`config.mk`:
```
export PLATFORM = sky130hd
export DESIGN_NAME = sc_spi_seq_flat
export DESIGN_NICKNAME = d
export VERILOG_FILES = /design/src/rtl/sc_spi_pkg.sv /design/src/rtl/sc_spi_seq_if.sv /design/src/rtl/sc_spi_seq_fifo.sv /design/src/rtl/sc_spi_seq.sv /design/src/flat_wrapper.sv
export SDC_FILE = /design/constraint.sdc
export NUM_CORES = 1
export LEC_CHECK = 0
export BUFFER_PORTS_ARGS = -buffer_cell sky130_fd_sc_hd__buf_2
export CAP_MARGIN = 15
export CORE_MARGIN = 5
export CORE_UTILIZATION = 40
export DETAILED_ROUTE_END_ITERATION = 6
export GPL_TIMING_DRIVEN = 0
export HOLD_SLACK_MARGIN = 0.12
export SLEW_MARGIN = 10
export SYNTH_ARGS = -nofsm -noshare
export SYNTH_HDL_FRONTEND = slang
export SYNTH_SLANG_ARGS = --single-unit
```
`constraint.sdc`:
```
create_clock -name SPICLK -period 3.05 [get_ports SPICLK]
set_input_delay 0.305 -clock SPICLK [delete_from_list [all_inputs] [get_ports SPICLK]]
set_output_delay 0.305 -clock SPICLK [all_outputs]
set_load 0.005 [all_outputs]
```
`src/rtl/sc_spi_pkg.sv`:
```
//------------------------------------------------------------------------------
// sc_spi_pkg
// Shared constants for the SPI sequencer slice: the sequencer state encodings
// and the TX/RX word width.
//------------------------------------------------------------------------------
`timescale 1ns/1ps
package sc_spi_pkg;

   localparam int WORD_W = 32;

   localparam logic [1:0] seqIDLE  = 2'd0;
   localparam logic [1:0] seqLOAD  = 2'd1;
   localparam logic [1:0] seqSTART = 2'd2;
   localparam logic [1:0] seqWAIT  = 2'd3;

endpackage

```
`src/rtl/sc_spi_seq_if.sv`:
```
//------------------------------------------------------------------------------
// sc_spi_seq_if
// Bundles the sequencer's command, TX stream, RX stream, status and SPC-side
// signals. The master modport is the sequencer's view; slave is the view of
// the surrounding host and SPI protocol controller.
//   CMD_*      command handshake (word count minus one, keep-CS flag)
//   TXS_*      TX word stream into the sequencer
//   RXS_*      RX word stream out of the sequencer
//   SEQBUSY/SEQDONE  status
//   SPISTART/SPIBUSY/TXDATA/TXDETECT/RXDATA/RXVALID/CSEXTEND  SPC link
// Optional macro SC_SPI_SEQ_RXDISCARD_EN adds CMD_RXEN.
//------------------------------------------------------------------------------
`timescale 1ns/1ps
interface sc_spi_seq_if #(
   parameter int CWIDTH = 8
);
   import sc_spi_pkg::*;

   logic                CMD_VALID;
   logic                CMD_READY;
   logic [CWIDTH-1:0]   CMD_WORDS;
   logic                CMD_KEEPCS;
`ifdef SC_SPI_SEQ_RXDISCARD_EN
   logic                CMD_RXEN;
`endif
   logic                TXS_VALID;
   logic                TXS_READY;
   logic [WORD_W-1:0]   TXS_DATA;
   logic                RXS_VALID;
   logic                RXS_READY;
   logic [WORD_W-1:0]   RXS_DATA;
   logic                SEQBUSY;
   logic                SEQDONE;
   logic                SPISTART;
   logic                SPIBUSY;
   logic [WORD_W-1:0]   TXDATA;
   logic                TXDETECT;
   logic [WORD_W-1:0]   RXDATA;
   logic                RXVALID;
   logic                CSEXTEND;

   modport master (
`ifdef SC_SPI_SEQ_RXDISCARD_EN
      input  CMD_RXEN,
`endif
      input  CMD_VALID, CMD_WORDS, CMD_KEEPCS, TXS_VALID, TXS_DATA,
             RXS_READY, SPIBUSY, TXDETECT, RXDATA, RXVALID,
      output CMD_READY, TXS_READY, RXS_VALID, RXS_DATA, SEQBUSY, SEQDONE,
             SPISTART, TXDATA, CSEXTEND
   );

   modport slave (
`ifdef SC_SPI_SEQ_RXDISCARD_EN
      output CMD_RXEN,
`endif
      output CMD_VALID, CMD_WORDS, CMD_KEEPCS, TXS_VALID, TXS_DATA,
             RXS_READY, SPIBUSY, TXDETECT, RXDATA, RXVALID,
      input  CMD_READY, TXS_READY, RXS_VALID, RXS_DATA, SEQBUSY, SEQDONE,
             SPISTART, TXDATA, CSEXTEND
   );

endinterface

```
`src/rtl/sc_spi_seq_fifo.sv`:
```
//------------------------------------------------------------------------------
// sc_spi_seq_fifo
// Synchronous RX word FIFO. A write into a full FIFO is accepted when a read
// happens in the same cycle. o_rdata presents the stored head word (0 when
// empty).
//   i_clk, i_rstb   clock, asynchronous active-low reset
//   i_wr, i_wdata   write request and word
//   i_rd            read request (ignored when empty)
//   o_rdata         head word
//   o_full, o_empty status flags
//------------------------------------------------------------------------------
`timescale 1ns/1ps
module sc_spi_seq_fifo
   import sc_spi_pkg::*;
#(
   parameter int DEPTH = 2
) (
   input  logic              i_clk,
   input  logic              i_rstb,
   input  logic              i_wr,
   input  logic [WORD_W-1:0] i_wdata,
   input  logic              i_rd,
   output logic [WORD_W-1:0] o_rdata,
   output logic              o_full,
   output logic              o_empty
);
   localparam int AW = (DEPTH > 1) ? $clog2(DEPTH) : 1;
   localparam logic [AW:0] FULL_CNT = (AW+1)'(DEPTH);

   logic [WORD_W-1:0] r_mem [DEPTH];
   logic [AW-1:0]     r_wptr;
   logic [AW-1:0]     r_rptr;
   logic [AW:0]       r_count;
   logic              w_rd;
   logic              w_wr;

   assign o_full  = (r_count == FULL_CNT);
   assign o_empty = (r_count == '0);
   assign w_rd    = i_rd & ~o_empty;
   // A read in the same cycle frees the slot the write lands in.
   assign w_wr    = i_wr & (~o_full | w_rd);
   assign o_rdata = o_empty ? '0 : r_mem[r_rptr];

   always_ff @(posedge i_clk or negedge i_rstb) begin
      if (!i_rstb) begin
         r_wptr  <= '0;
         r_rptr  <= '0;
         r_count <= '0;
      end else begin
         if (w_wr) r_wptr <= r_wptr + 1'b1;
         if (w_rd) r_rptr <= r_rptr + 1'b1;
         case ({w_wr, w_rd})
            2'b10:   r_count <= r_count + 1'b1;
            2'b01:   r_count <= r_count - 1'b1;
            default: r_count <= r_count;
         endcase
      end
   end

   always_ff @(posedge i_clk) begin
      if (w_wr) r_mem[r_wptr] <= i_wdata;
   end

endmodule

```
`src/rtl/sc_spi_seq.sv`:
```
//------------------------------------------------------------------------------
// sc_spi_seq
// Multi-word SPI transfer sequencer upstream of the SPI protocol controller.
// Takes a command (word count minus one, keep-CS flag), pulls one TX word per
// frame, issues one SPISTART handshake per word, holds CS across words with
// CSEXTEND and queues every received word in an RX FIFO.
//   SPICLK    clock
//   SYSRSTB   asynchronous active-low reset
//   io_spi    sc_spi_seq_if.master: command, TX/RX streams, status, SPC link
// Optional macro SC_SPI_SEQ_RXDISCARD_EN: CMD_RXEN=0 at command accept drops
// received words instead of queueing them (no FIFO-space stall either).
//------------------------------------------------------------------------------
`timescale 1ns/1ps
module sc_spi_seq
   import sc_spi_pkg::*;
#(
   parameter int RXDEPTH = 2,
   parameter int CWIDTH  = 8
) (
   input  logic SPICLK,
   input  logic SYSRSTB,
   sc_spi_seq_if.master io_spi
);
   logic [1:0]        r_state;
   logic [CWIDTH-1:0] r_remain;
   logic              r_keep;
   logic [WORD_W-1:0] r_txdata;
   logic              r_spistart;
   logic              r_csext;
   logic              r_seqdone;
   logic              r_rxgot;
   logic              r_txdet_q;
   logic              r_rxval_q;
   logic              r_hist_vld;

   logic              w_tx_ack;
   logic              w_rx_ev;
   logic              w_cmd_rdy;
   logic              w_cmd_acc;
   logic              w_rxen;
   logic              w_space;
   logic              w_txs_rdy;
   logic              w_load_go;
   logic              w_wait_go;
   logic              w_fifo_full;
   logic              w_fifo_empty;
   logic [WORD_W-1:0] w_fifo_rdata;

`ifdef SC_SPI_SEQ_RXDISCARD_EN
   logic              r_rxen;
   assign w_rxen = r_rxen;
`else
   assign w_rxen = 1'b1;
`endif

   // The history registers come out of reset at 0 while the SPC toggles may
   // sit at 1; edges are ignored until they have been loaded once.
   assign w_tx_ack  = r_hist_vld & (io_spi.TXDETECT ^ r_txdet_q);
   assign w_rx_ev   = r_hist_vld & (io_spi.RXVALID ^ r_rxval_q);

   assign w_cmd_rdy = r_hist_vld & (r_state == seqIDLE) & ~io_spi.SPIBUSY;
   assign w_cmd_acc = w_cmd_rdy & io_spi.CMD_VALID;
   // A word only starts when its reply is guaranteed a FIFO slot.
   assign w_space   = ~w_rxen | ~w_fifo_full;
   assign w_txs_rdy = (r_state == seqLOAD) & w_space;
   assign w_load_go = w_txs_rdy & io_spi.TXS_VALID;
   assign w_wait_go = (r_state == seqWAIT) & r_rxgot & ~io_spi.SPIBUSY;

   assign io_spi.CMD_READY = w_cmd_rdy;
   assign io_spi.TXS_READY = w_txs_rdy;
   assign io_spi.RXS_VALID = ~w_fifo_empty;
   assign io_spi.RXS_DATA  = w_fifo_rdata;
   assign io_spi.SEQBUSY   = (r_state != seqIDLE);
   assign io_spi.SEQDONE   = r_seqdone;
   assign io_spi.SPISTART  = r_spistart;
   assign io_spi.TXDATA    = r_txdata;
   assign io_spi.CSEXTEND  = r_csext;

   sc_spi_seq_fifo #(
      .DEPTH   (RXDEPTH)
   ) u_fifo (
      .i_clk   (SPICLK),
      .i_rstb  (SYSRSTB),
      .i_wr    (w_rx_ev & w_rxen),
      .i_wdata (io_spi.RXDATA),
      .i_rd    (io_spi.RXS_READY),
      .o_rdata (w_fifo_rdata),
      .o_full  (w_fifo_full),
      .o_empty (w_fifo_empty)
   );

   always_ff @(posedge SPICLK or negedge SYSRSTB) begin
      if (!SYSRSTB) begin
         r_state    <= seqIDLE;
         r_remain   <= '0;
         r_keep     <= 1'b0;
         r_txdata   <= '0;
         r_spistart <= 1'b0;
         r_csext    <= 1'b0;
         r_seqdone  <= 1'b0;
         r_rxgot    <= 1'b0;
         r_txdet_q  <= 1'b0;
         r_rxval_q  <= 1'b0;
         r_hist_vld <= 1'b0;
`ifdef SC_SPI_SEQ_RXDISCARD_EN
         r_rxen     <= 1'b0;
`endif
      end else begin
         r_txdet_q  <= io_spi.TXDETECT;
         r_rxval_q  <= io_spi.RXVALID;
         r_hist_vld <= 1'b1;
         r_seqdone  <= 1'b0;
         if (w_rx_ev) r_rxgot <= 1'b1;

         case (r_state)
            seqIDLE: begin
               if (w_cmd_acc) begin
                  r_remain <= io_spi.CMD_WORDS;
                  r_keep   <= io_spi.CMD_KEEPCS;
`ifdef SC_SPI_SEQ_RXDISCARD_EN
                  r_rxen   <= io_spi.CMD_RXEN;
`endif
                  // CS left asserted only if the previous command asked for it.
                  if (!r_keep) r_csext <= 1'b0;
                  r_state  <= seqLOAD;
               end
            end
            seqLOAD: begin
               if (w_load_go) begin
                  r_txdata   <= io_spi.TXS_DATA;
                  r_rxgot    <= 1'b0;
                  r_spistart <= 1'b1;
                  r_csext    <= (r_remain != '0) | r_keep;
                  r_state    <= seqSTART;
               end
            end
            seqSTART: begin
               if (w_tx_ack) begin
                  r_spistart <= 1'b0;
                  r_state    <= seqWAIT;
               end
            end
            seqWAIT: begin
               // The end-of-frame TXDETECT toggle lands here and is ignored.
               if (w_wait_go) begin
                  if (r_remain == '0) begin
                     r_seqdone <= 1'b1;
                     r_state   <= seqIDLE;
                  end else begin
                     r_remain <= r_remain - 1'b1;
                     r_state  <= seqLOAD;
                  end
               end
            end
         endcase
      end
   end

endmodule

```
`src/flat_wrapper.sv`:
```
// flat-port wrapper written by rule: the top's interface ports become plain ports
module sc_spi_seq_flat import sc_spi_pkg::*;
#(
   parameter int RXDEPTH = 2,
   parameter int CWIDTH  = 8
)
  (SPICLK, SYSRSTB, io_spi_CMD_VALID, io_spi_CMD_WORDS, io_spi_CMD_KEEPCS, io_spi_TXS_VALID, io_spi_TXS_DATA, io_spi_RXS_READY, io_spi_SPIBUSY, io_spi_TXDETECT, io_spi_RXDATA, io_spi_RXVALID, io_spi_CMD_READY, io_spi_TXS_READY, io_spi_RXS_VALID, io_spi_RXS_DATA, io_spi_SEQBUSY, io_spi_SEQDONE, io_spi_SPISTART, io_spi_TXDATA, io_spi_CSEXTEND);
  sc_spi_seq_if #(.CWIDTH(CWIDTH)) io_spi_i ();
  input  logic SPICLK;
  input  logic SYSRSTB;
  input wire logic [$bits(io_spi_i.CMD_VALID)-1:0] io_spi_CMD_VALID;
  input wire logic [$bits(io_spi_i.CMD_WORDS)-1:0] io_spi_CMD_WORDS;
  input wire logic [$bits(io_spi_i.CMD_KEEPCS)-1:0] io_spi_CMD_KEEPCS;
  input wire logic [$bits(io_spi_i.TXS_VALID)-1:0] io_spi_TXS_VALID;
  input wire logic [$bits(io_spi_i.TXS_DATA)-1:0] io_spi_TXS_DATA;
  input wire logic [$bits(io_spi_i.RXS_READY)-1:0] io_spi_RXS_READY;
  input wire logic [$bits(io_spi_i.SPIBUSY)-1:0] io_spi_SPIBUSY;
  input wire logic [$bits(io_spi_i.TXDETECT)-1:0] io_spi_TXDETECT;
  input wire logic [$bits(io_spi_i.RXDATA)-1:0] io_spi_RXDATA;
  input wire logic [$bits(io_spi_i.RXVALID)-1:0] io_spi_RXVALID;
  output wire logic [$bits(io_spi_i.CMD_READY)-1:0] io_spi_CMD_READY;
  output wire logic [$bits(io_spi_i.TXS_READY)-1:0] io_spi_TXS_READY;
  output wire logic [$bits(io_spi_i.RXS_VALID)-1:0] io_spi_RXS_VALID;
  output wire logic [$bits(io_spi_i.RXS_DATA)-1:0] io_spi_RXS_DATA;
  output wire logic [$bits(io_spi_i.SEQBUSY)-1:0] io_spi_SEQBUSY;
  output wire logic [$bits(io_spi_i.SEQDONE)-1:0] io_spi_SEQDONE;
  output wire logic [$bits(io_spi_i.SPISTART)-1:0] io_spi_SPISTART;
  output wire logic [$bits(io_spi_i.TXDATA)-1:0] io_spi_TXDATA;
  output wire logic [$bits(io_spi_i.CSEXTEND)-1:0] io_spi_CSEXTEND;
  assign io_spi_i.CMD_VALID = io_spi_CMD_VALID;
  assign io_spi_i.CMD_WORDS = io_spi_CMD_WORDS;
  assign io_spi_i.CMD_KEEPCS = io_spi_CMD_KEEPCS;
  assign io_spi_i.TXS_VALID = io_spi_TXS_VALID;
  assign io_spi_i.TXS_DATA = io_spi_TXS_DATA;
  assign io_spi_i.RXS_READY = io_spi_RXS_READY;
  assign io_spi_i.SPIBUSY = io_spi_SPIBUSY;
  assign io_spi_i.TXDETECT = io_spi_TXDETECT;
  assign io_spi_i.RXDATA = io_spi_RXDATA;
  assign io_spi_i.RXVALID = io_spi_RXVALID;
  assign io_spi_CMD_READY = io_spi_i.CMD_READY;
  assign io_spi_TXS_READY = io_spi_i.TXS_READY;
  assign io_spi_RXS_VALID = io_spi_i.RXS_VALID;
  assign io_spi_RXS_DATA = io_spi_i.RXS_DATA;
  assign io_spi_SEQBUSY = io_spi_i.SEQBUSY;
  assign io_spi_SEQDONE = io_spi_i.SEQDONE;
  assign io_spi_SPISTART = io_spi_i.SPISTART;
  assign io_spi_TXDATA = io_spi_i.TXDATA;
  assign io_spi_CSEXTEND = io_spi_i.CSEXTEND;
  sc_spi_seq #(.RXDEPTH(RXDEPTH), .CWIDTH(CWIDTH)) u_core (.SPICLK(SPICLK), .SYSRSTB(SYSRSTB), .io_spi(io_spi_i));
endmodule
```
==> results.py, run 1 <==
metrics = {
    "run_status": {
        "run_status": "finished, final reports clean",
    },
    "pwr": {
        "ir_worst_vdd_mv": 0.558,
        "leakagePower_uw": 0.00318,
        "report.power.total_uw": 6330,
        "power-per-cell-area_mw_per_mm2": 880,
    },
    "routing": {
        "drt-pass1-iter-count": 4,
        "routedWlPerCell_um": 14.9,
        "postRouteWirelength_um": 11400,
        "route.antenna.remaining_nets": 0,
        "dr_total_vias": 3595,
        "post-route-drc-count": 0,
        "dr.first_iter.drc_count": 167,
        "detail_route.vias_per_cell": 4.71,
    },
    "worst_setup_path": {
        "critical_path_arrival_ns": 2.00,
        "worst-endpoint-required_ns": 2.74,
        "crit_type": "register to primary output",
        "crit_end_category": "primary output",
        "critPathMaxFanout": 10,
        "critical_path.startpoint_type": "register",
        "timing.reg2reg.setup_slack_ns": 1.08,
    },
    "global_routing": {
        "largest_net_degree_at_the_start_of_global_routing": 38,
        "grt_pass1_vias": 3727,
        "overflow": 0,
        "globalRouteTotalUtil_pct": 16.3,
        "first_pass_grt_wire_length_um": 18500,
        "antenna_found_initial": 1,
    },
    "clock_tree": {
        "clock-sinks": 118,
        "cts.reportedPaths.clkPinSlew_ns": 0.05,
        "cts_buffers": 17,
        "cts_buffer_depth": 2,
        "post_cts_resized": 0,
        "cts_root_buffer": "sky130_fd_sc_hd__clkbuf_16",
        "cts_tree": "built",
        "ctsHoldBuffers": 63,
        "clock_tree.htree_level_count": 4,
        "cts_setup_buffers": 0,
        "clk_latency_ns": 0.41,
    },
    "synth": {
        "share_of_synthesized_registers_carrying_an_async_set_or_reset_pct": 45.8,
        "avgSynthCellArea_um2": 14.3,
        "synth_fp_nets": 434,
        "post_synth_inst_count": 347,
        "post_synth_num_cell_types": 54,
        "mappedNetlistArea_mm2": 0.00495,
        "netlist.area_leader.share_pct": 38.8,
        "ys_dominant_reg_cell": "sky130_fd_sc_hd__edfxtp_1",
        "yosys_register_bits": 118,
        "synth_top_cells_by_area": "sky130_fd_sc_hd__edfxtp_1 39%, sky130_fd_sc_hd__dfrtp_1 27%, sky130_fd_sc_hd__mux2_2 8.0%",
        "yosysWarnings": 0,
        "synth_seq_area_share_pct": 66.1,
        "synth_largest_area_cell": "sky130_fd_sc_hd__edfxtp_1",
        "synth_enable_flop_cells": 64,
    },
    "final_layout": {
        "num_antenna_cells": 0,
        "nets": 670,
        "top_library_cells_by_usage_in_the_layout_fill_and_taps_aside": "159 x sky130_fd_sc_hd__buf_2, 64 x sky130_fd_sc_hd__edfxtp_1, 63 x sky130_fd_sc_hd__dlygate4sd3_1",
        "flow.area_growth_from_synthesis_pct": 45.2,
        "post_route_cells_drive_above_1_share_pct": 39.3,
        "post_layout_nonfiller_instances": 764,
        "layout.cells.most_common": "sky130_fd_sc_hd__buf_2",
        "core_occupancy_in_the_finished_layout_pct": 59.6,
    },
    "sta": {
        "finalWorstSetupSlack_ns": 0.747,
        "worst_pin_slew_ns": 0.550,
        "setup-violations-final": 0,
        "min_period_ns": 2.30,
        "timing.fmax_mhz": 434,
        "setup_tns_ns": 0,
        "timing.slew.headroom_pct": 63.2,
        "fin_crit_sh_pct": 75.5,
        "finalMaxSlewViolations": 0,
        "finClkSkew_ns": 0.00535,
        "rsz_0062_raised_after_global_routing": "false",
        "finalHoldViolations": 0,
    },
    "floorplanning": {
        "core_area_mm2": 0.0121,
        "floorplan.die.height_um": 121,
        "row_count": 40,
        "pin_count": 152,
        "initial_core_util_pct": 41.1,
        "die_area_mm2": 0.0147,
        "die_x_um": 121,
    },
    "flow_run": {
        "max_cap_viol_count": 0,
    },
    "placement": {
        "placed_cells_incl_taps": 669,
        "detailed_place_hpwl_um": 7790,
        "preCtsSetupSlack_ns": 1.10,
        "finalWeightedCongestion": 0.790,
        "io_buffer_count": 151,
    },
    "worst_hold_path": {
        "min_path_type": "input port to register",
    },
}
==> routing by layer <==
metal | up-vias | track usage [%] | wire length (um)
met5 | - | 0 | 13
met1 | 1727 | 20.6 | 4940
met3 | 17 | 6.11 | 853
met2 | 113 | 25.1 | 5390
li1 | 1736 | - | -
met4 | 2 | 6.86 | 194
==> worst paths after layout <==
| check | from | end | depth (start not counted) |
|---|---|---|---|
| min | io_spi_TXS_DATA[14] | u_core.io_spi.TXDATA[14] | 2 |
| max | u_core.u_fifo.r_count[1] | io_spi_RXS_DATA[10] | 4 |
| max in group asynchronous | SYSRSTB | u_core.io_spi.TXDATA[6] | 3 |
| max reg2reg | u_core.r_state[0] | u_core.r_remain[3] | 6 |
| min in group asynchronous | SYSRSTB | u_core.r_remain[7] | 2 |
| min reg2reg | u_core.io_spi.TXDATA[0] | u_core.io_spi.TXDATA[0] | 1 |
==> report_power, final <==
part	internal, uW	switching, uW
Sequential	2130	241
Combinational	1030	1020
Clock	1250	653
==> per-stage QoR <==
step / hold slack, ns / area, um^2
floorplan: 0.00941 / 4950
global route: 0.133 / 7190
finish: 0.146 / 7190
global placement: 0.442 / 5920
detailed placement: 0.276 / 5990
CTS: 0.125 / 7190
==> kinds of logic (layout without fill, tap and decap cells) <==
group                    Yosys count  count (layout)  share of synthesized area [%]
XOR/XNOR                           5               5                          0.884
flip-flops                       118             118                           66.1
AO/OA/AOI/OAI                     34              34                           4.90
AND/OR/NAND/NOR                   84              84                           8.77
buffers and inverters             28             277                           2.55
multiplexers                      71              71                           15.2
adder cells (fa/ha/maj)            6               6                           1.52
other                              1               1                         0.0757
==> cell type report <==
| class | count | area [um^2] |
|---|---|---|
| fillers | 977 | 4870 |
| well taps | 168 | 210 |
| repair buffers | 217 | 1450 |
| plain buffers | 15 | 77.6 |
| multi-input cells | 201 | 1570 |
| clock inverters | 15 | 143 |
| inverters | 13 | 48.8 |
| flip-flops and latches | 118 | 3270 |
| clock buffers | 17 | 425 |
==> flip-flops by register name, summed over array words and instances, names as in the netlist <==
name,count
u_core.r_txdet_q,1
u_core.io_spi.TXDATA,32
u_core.r_keep,1
u_core.u_fifo.r_mem,64
u_core.io_spi.CSEXTEND,1
u_core.u_fifo.r_wptr,1
u_core.r_state,2
u_core.u_fifo.r_rptr,1
u_core.io_spi.SEQDONE,1
u_core.r_hist_vld,1
u_core.r_remain,8
u_core.io_spi.SPISTART,1
u_core.r_rxval_q,1
u_core.r_rxgot,1
u_core.u_fifo.r_count,2
==> Yosys cell counts (3+ instances only) <==
cell type	number
sky130_fd_sc_hd__a21oi_1	4
sky130_fd_sc_hd__buf_2	8
sky130_fd_sc_hd__buf_4	3
sky130_fd_sc_hd__clkbuf_1	4
sky130_fd_sc_hd__dfrtp_1	54
sky130_fd_sc_hd__edfxtp_1	64
sky130_fd_sc_hd__ha_1	6
sky130_fd_sc_hd__inv_1	13
sky130_fd_sc_hd__mux2_2	35
sky130_fd_sc_hd__mux2i_1	36
sky130_fd_sc_hd__nand2_1	9
sky130_fd_sc_hd__nor2_1	45
sky130_fd_sc_hd__nor3_1	3
sky130_fd_sc_hd__o21ai_0	9
sky130_fd_sc_hd__xnor2_1	3
==> critical path: stages, from the launching register on <==
cell and delay [ns]:
sky130_fd_sc_hd__dfrtp_1 0.44, sky130_fd_sc_hd__nor2_1 0.40, sky130_fd_sc_hd__clkbuf_1 0.46, sky130_fd_sc_hd__nor2_1 0.14
sky130_fd_sc_hd__buf_2 0.16
(Power assumes the default switching activity.)
==> run 2: changes to the inputs <==
--- a/config.mk
+++ b/config.mk
@@ -12,6 +12,7 @@
 export DETAILED_ROUTE_END_ITERATION = 6
 export GPL_TIMING_DRIVEN = 0
 export HOLD_SLACK_MARGIN = 0.12
+export PLACE_DENSITY = 0.67
 export SLEW_MARGIN = 10
 export SYNTH_ARGS = -nofsm -noshare
 export SYNTH_HDL_FRONTEND = slang
==> constraint.sdc (replaced) <==
create_clock -name SPICLK -period 2 [get_ports SPICLK]
set_input_delay 0.2 -clock SPICLK [delete_from_list [all_inputs] [get_ports SPICLK]]
set_output_delay 0.2 -clock SPICLK [all_outputs]
set_load 0.005 [all_outputs]
==> run 2 against run 1 <==
- clock-buffer cell count unchanged
- highest routed layer is now met4
- non-clock buffer count increased by 19
- largest cell class unchanged
- clock power increased by 47%
- final area increased by 2.6%
- worst setup slack got worse by 0.72 ns
==> results.py, run 2 (same netlist as run 1, synthesis figures left out) <==
metrics = {
    "run_status": {
        "run_status": "finished, final reports clean",
    },
    "floorplanning": {
        "row_count": 40,
        "die_x_um": 121,
        "floorplan.die.height_um": 121,
        "pin_count": 152,
        "core_area_mm2": 0.0121,
        "die_area_mm2": 0.0147,
        "initial_core_util_pct": 41.1,
    },
    "placement": {
        "io_buffer_count": 151,
        "finalWeightedCongestion": 0.887,
        "detailed_place_hpwl_um": 8030,
        "preCtsSetupSlack_ns": 0.0348,
    },
    "routing": {
        "route.antenna.remaining_nets": 0,
        "postRouteWirelength_um": 12400,
        "detail_route.vias_per_cell": 4.78,
        "drt-pass1-iter-count": 4,
        "routedWlPerCell_um": 15.9,
        "dr_total_vias": 3744,
        "post-route-drc-count": 0,
        "dr.first_iter.drc_count": 290,
    },
    "worst_setup_path": {
        "worstReg2RegEnd": "u_core.r_remain[3]",
        "rr_startpoint": "u_core.r_state[0]",
        "critical_path_arrival_ns": 2.26,
        "critical_path.startpoint_type": "register",
        "timing.reg2reg.setup_slack_ns": 0.03,
        "cp-endpoint": "u_core.r_remain[3]",
        "r2r.worst_path.cells": 7,
        "crit_type": "register to register",
        "timing.critical_path.from": "u_core.r_state[0]",
        "crit_end_category": "register",
        "worst-endpoint-required_ns": 2.29,
        "critPathMaxFanout": 8,
    },
    "sta": {
        "setup-violations-final": 0,
        "rsz_0062_raised_after_global_routing": "true",
        "fin_crit_sh_pct": 98.6,
        "min_period_ns": 1.97,
        "finalWorstSetupSlack_ns": 0.0282,
        "worst_pin_slew_ns": 0.615,
        "finalHoldViolations": 0,
        "timing.fmax_mhz": 507,
        "finalMaxSlewViolations": 0,
        "fin_hold_ws_ns": 0.216,
        "finClkSkew_ns": 0.00380,
        "timing.slew.headroom_pct": 58.7,
    },
    "worst_hold_path": {
        "min_path_type": "input port to register",
    },
    "final_layout": {
        "flow.area_growth_from_synthesis_pct": 49.0,
        "nets": 689,
        "core_occupancy_in_the_finished_layout_pct": 61.2,
        "regMostFlops": "u_core.u_fifo.r_mem",
        "layout.cells.most_common": "sky130_fd_sc_hd__buf_2",
        "number_of_flip_flops_under_the_largest_register_name": 64,
        "post_route_cells_drive_above_1_share_pct": 40.7,
        "num_antenna_cells": 0,
        "top_library_cells_by_usage_in_the_layout_fill_and_taps_aside": "156 x sky130_fd_sc_hd__buf_2, 76 x sky130_fd_sc_hd__dlygate4sd3_1, 64 x sky130_fd_sc_hd__edfxtp_1",
    },
    "clock_tree": {
        "clock_tree.htree_level_count": 4,
        "clock-sinks": 118,
        "clk_latency_ns": 0.41,
        "cts_buffer_depth": 2,
        "cts_tree": "built",
        "cts_buffers": 17,
        "cts.reportedPaths.clkPinSlew_ns": 0.05,
        "cts_root_buffer": "sky130_fd_sc_hd__clkbuf_16",
    },
    "global_routing": {
        "globalRouteTotalUtil_pct": 17.4,
        "antenna_found_initial": 0,
        "largest_net_degree_at_the_start_of_global_routing": 38,
        "grt_pass1_vias": 3963,
        "first_pass_grt_wire_length_um": 19700,
        "overflow": 0,
    },
    "flow_run": {
        "max_cap_viol_count": 0,
    },
    "pwr": {
        "ir_worst_vdd_mv": 0.772,
        "leakagePower_uw": 0.00328,
        "power-per-cell-area_mw_per_mm2": 1320,
    },
}
run 2: worst min path at each step:
stage,startpoint,endpoint,cells past startpoint
finish,io_spi_CMD_WORDS[5],u_core.r_remain[5],4
floorplan,SYSRSTB,u_core.io_spi.CSEXTEND,0
global placement,io_spi_TXDETECT,u_core.r_txdet_q,1
CTS,io_spi_SPIBUSY,u_core.io_spi.SEQDONE,3
global route,io_spi_CMD_WORDS[5],u_core.r_remain[5],4
detailed placement,SYSRSTB,u_core.io_spi.TXDATA[24],1
run 2: area by class of cell:
type                    count  area, um^2
clock inverters            15         119
clock buffers              17         425
multi-input cells         201        1590
inverters                  13        48.8
plain buffers              14        85.1
repair buffers            237        1630
fillers                   922        4680
flip-flops and latches    118        3270
well taps                 168         210
run 2: routing by layer:
metal | track usage (%) | vias to the layer above | wire length, um
met4 | 6.44 | 0 | 138
met5 | 0 | - | 0
met2 | 28.9 | 158 | 6300
li1 | - | 1774 | -
met3 | 6.99 | 14 | 1010
met1 | 20.2 | 1798 | 4990
run 2: per-stage QoR:
stage / power (uW) / TNS (ns) / std cells / instance area [um^2]
floorplan: 5510 / -4.86 / 347 / 4960
global placement: 6560 / -40.36 / 666 / 5920
detailed placement: 6720 / 0 / 669 / 5990
CTS: 9700 / -0.949 / 777 / 7310
global route: 10400 / -0.00684 / 783 / 7380
finish: 9780 / 0 / 783 / 7380
run 2: report_power, final:
part / leakage, uW / internal [uW] / switching (uW) / total [uW]
sequential: 0.00122 / 3250 / 399 / 3650
combinational: 0.00178 / 1720 / 1620 / 3330
clock: 0.000277 / 1780 / 1010 / 2800
total: 0.00328 / 6750 / 3030 / 9780
run 2: what timing repair did:
action	4_1_cts	5_1_grt
endpoints found under the setup margin	30	59
buffers inserted	0	7
gates resized for setup	5	6
hold buffers	76	0
pin swaps	0	2
endpoints found under the hold margin	124	0
cloned	0	0
run 2: worst max-delay path, cell delays in order, from the launching register on:
cell and delay, ns:
sky130_fd_sc_hd__dfrtp_1 0.41, sky130_fd_sc_hd__inv_1 0.10, sky130_fd_sc_hd__ha_1 0.21, sky130_fd_sc_hd__buf_2 0.18, sky130_fd_sc_hd__nor2_1 0.29, sky130_fd_sc_hd__nor3_1 0.09
sky130_fd_sc_hd__a32o_1 0.27, sky130_fd_sc_hd__a221o_1 0.30
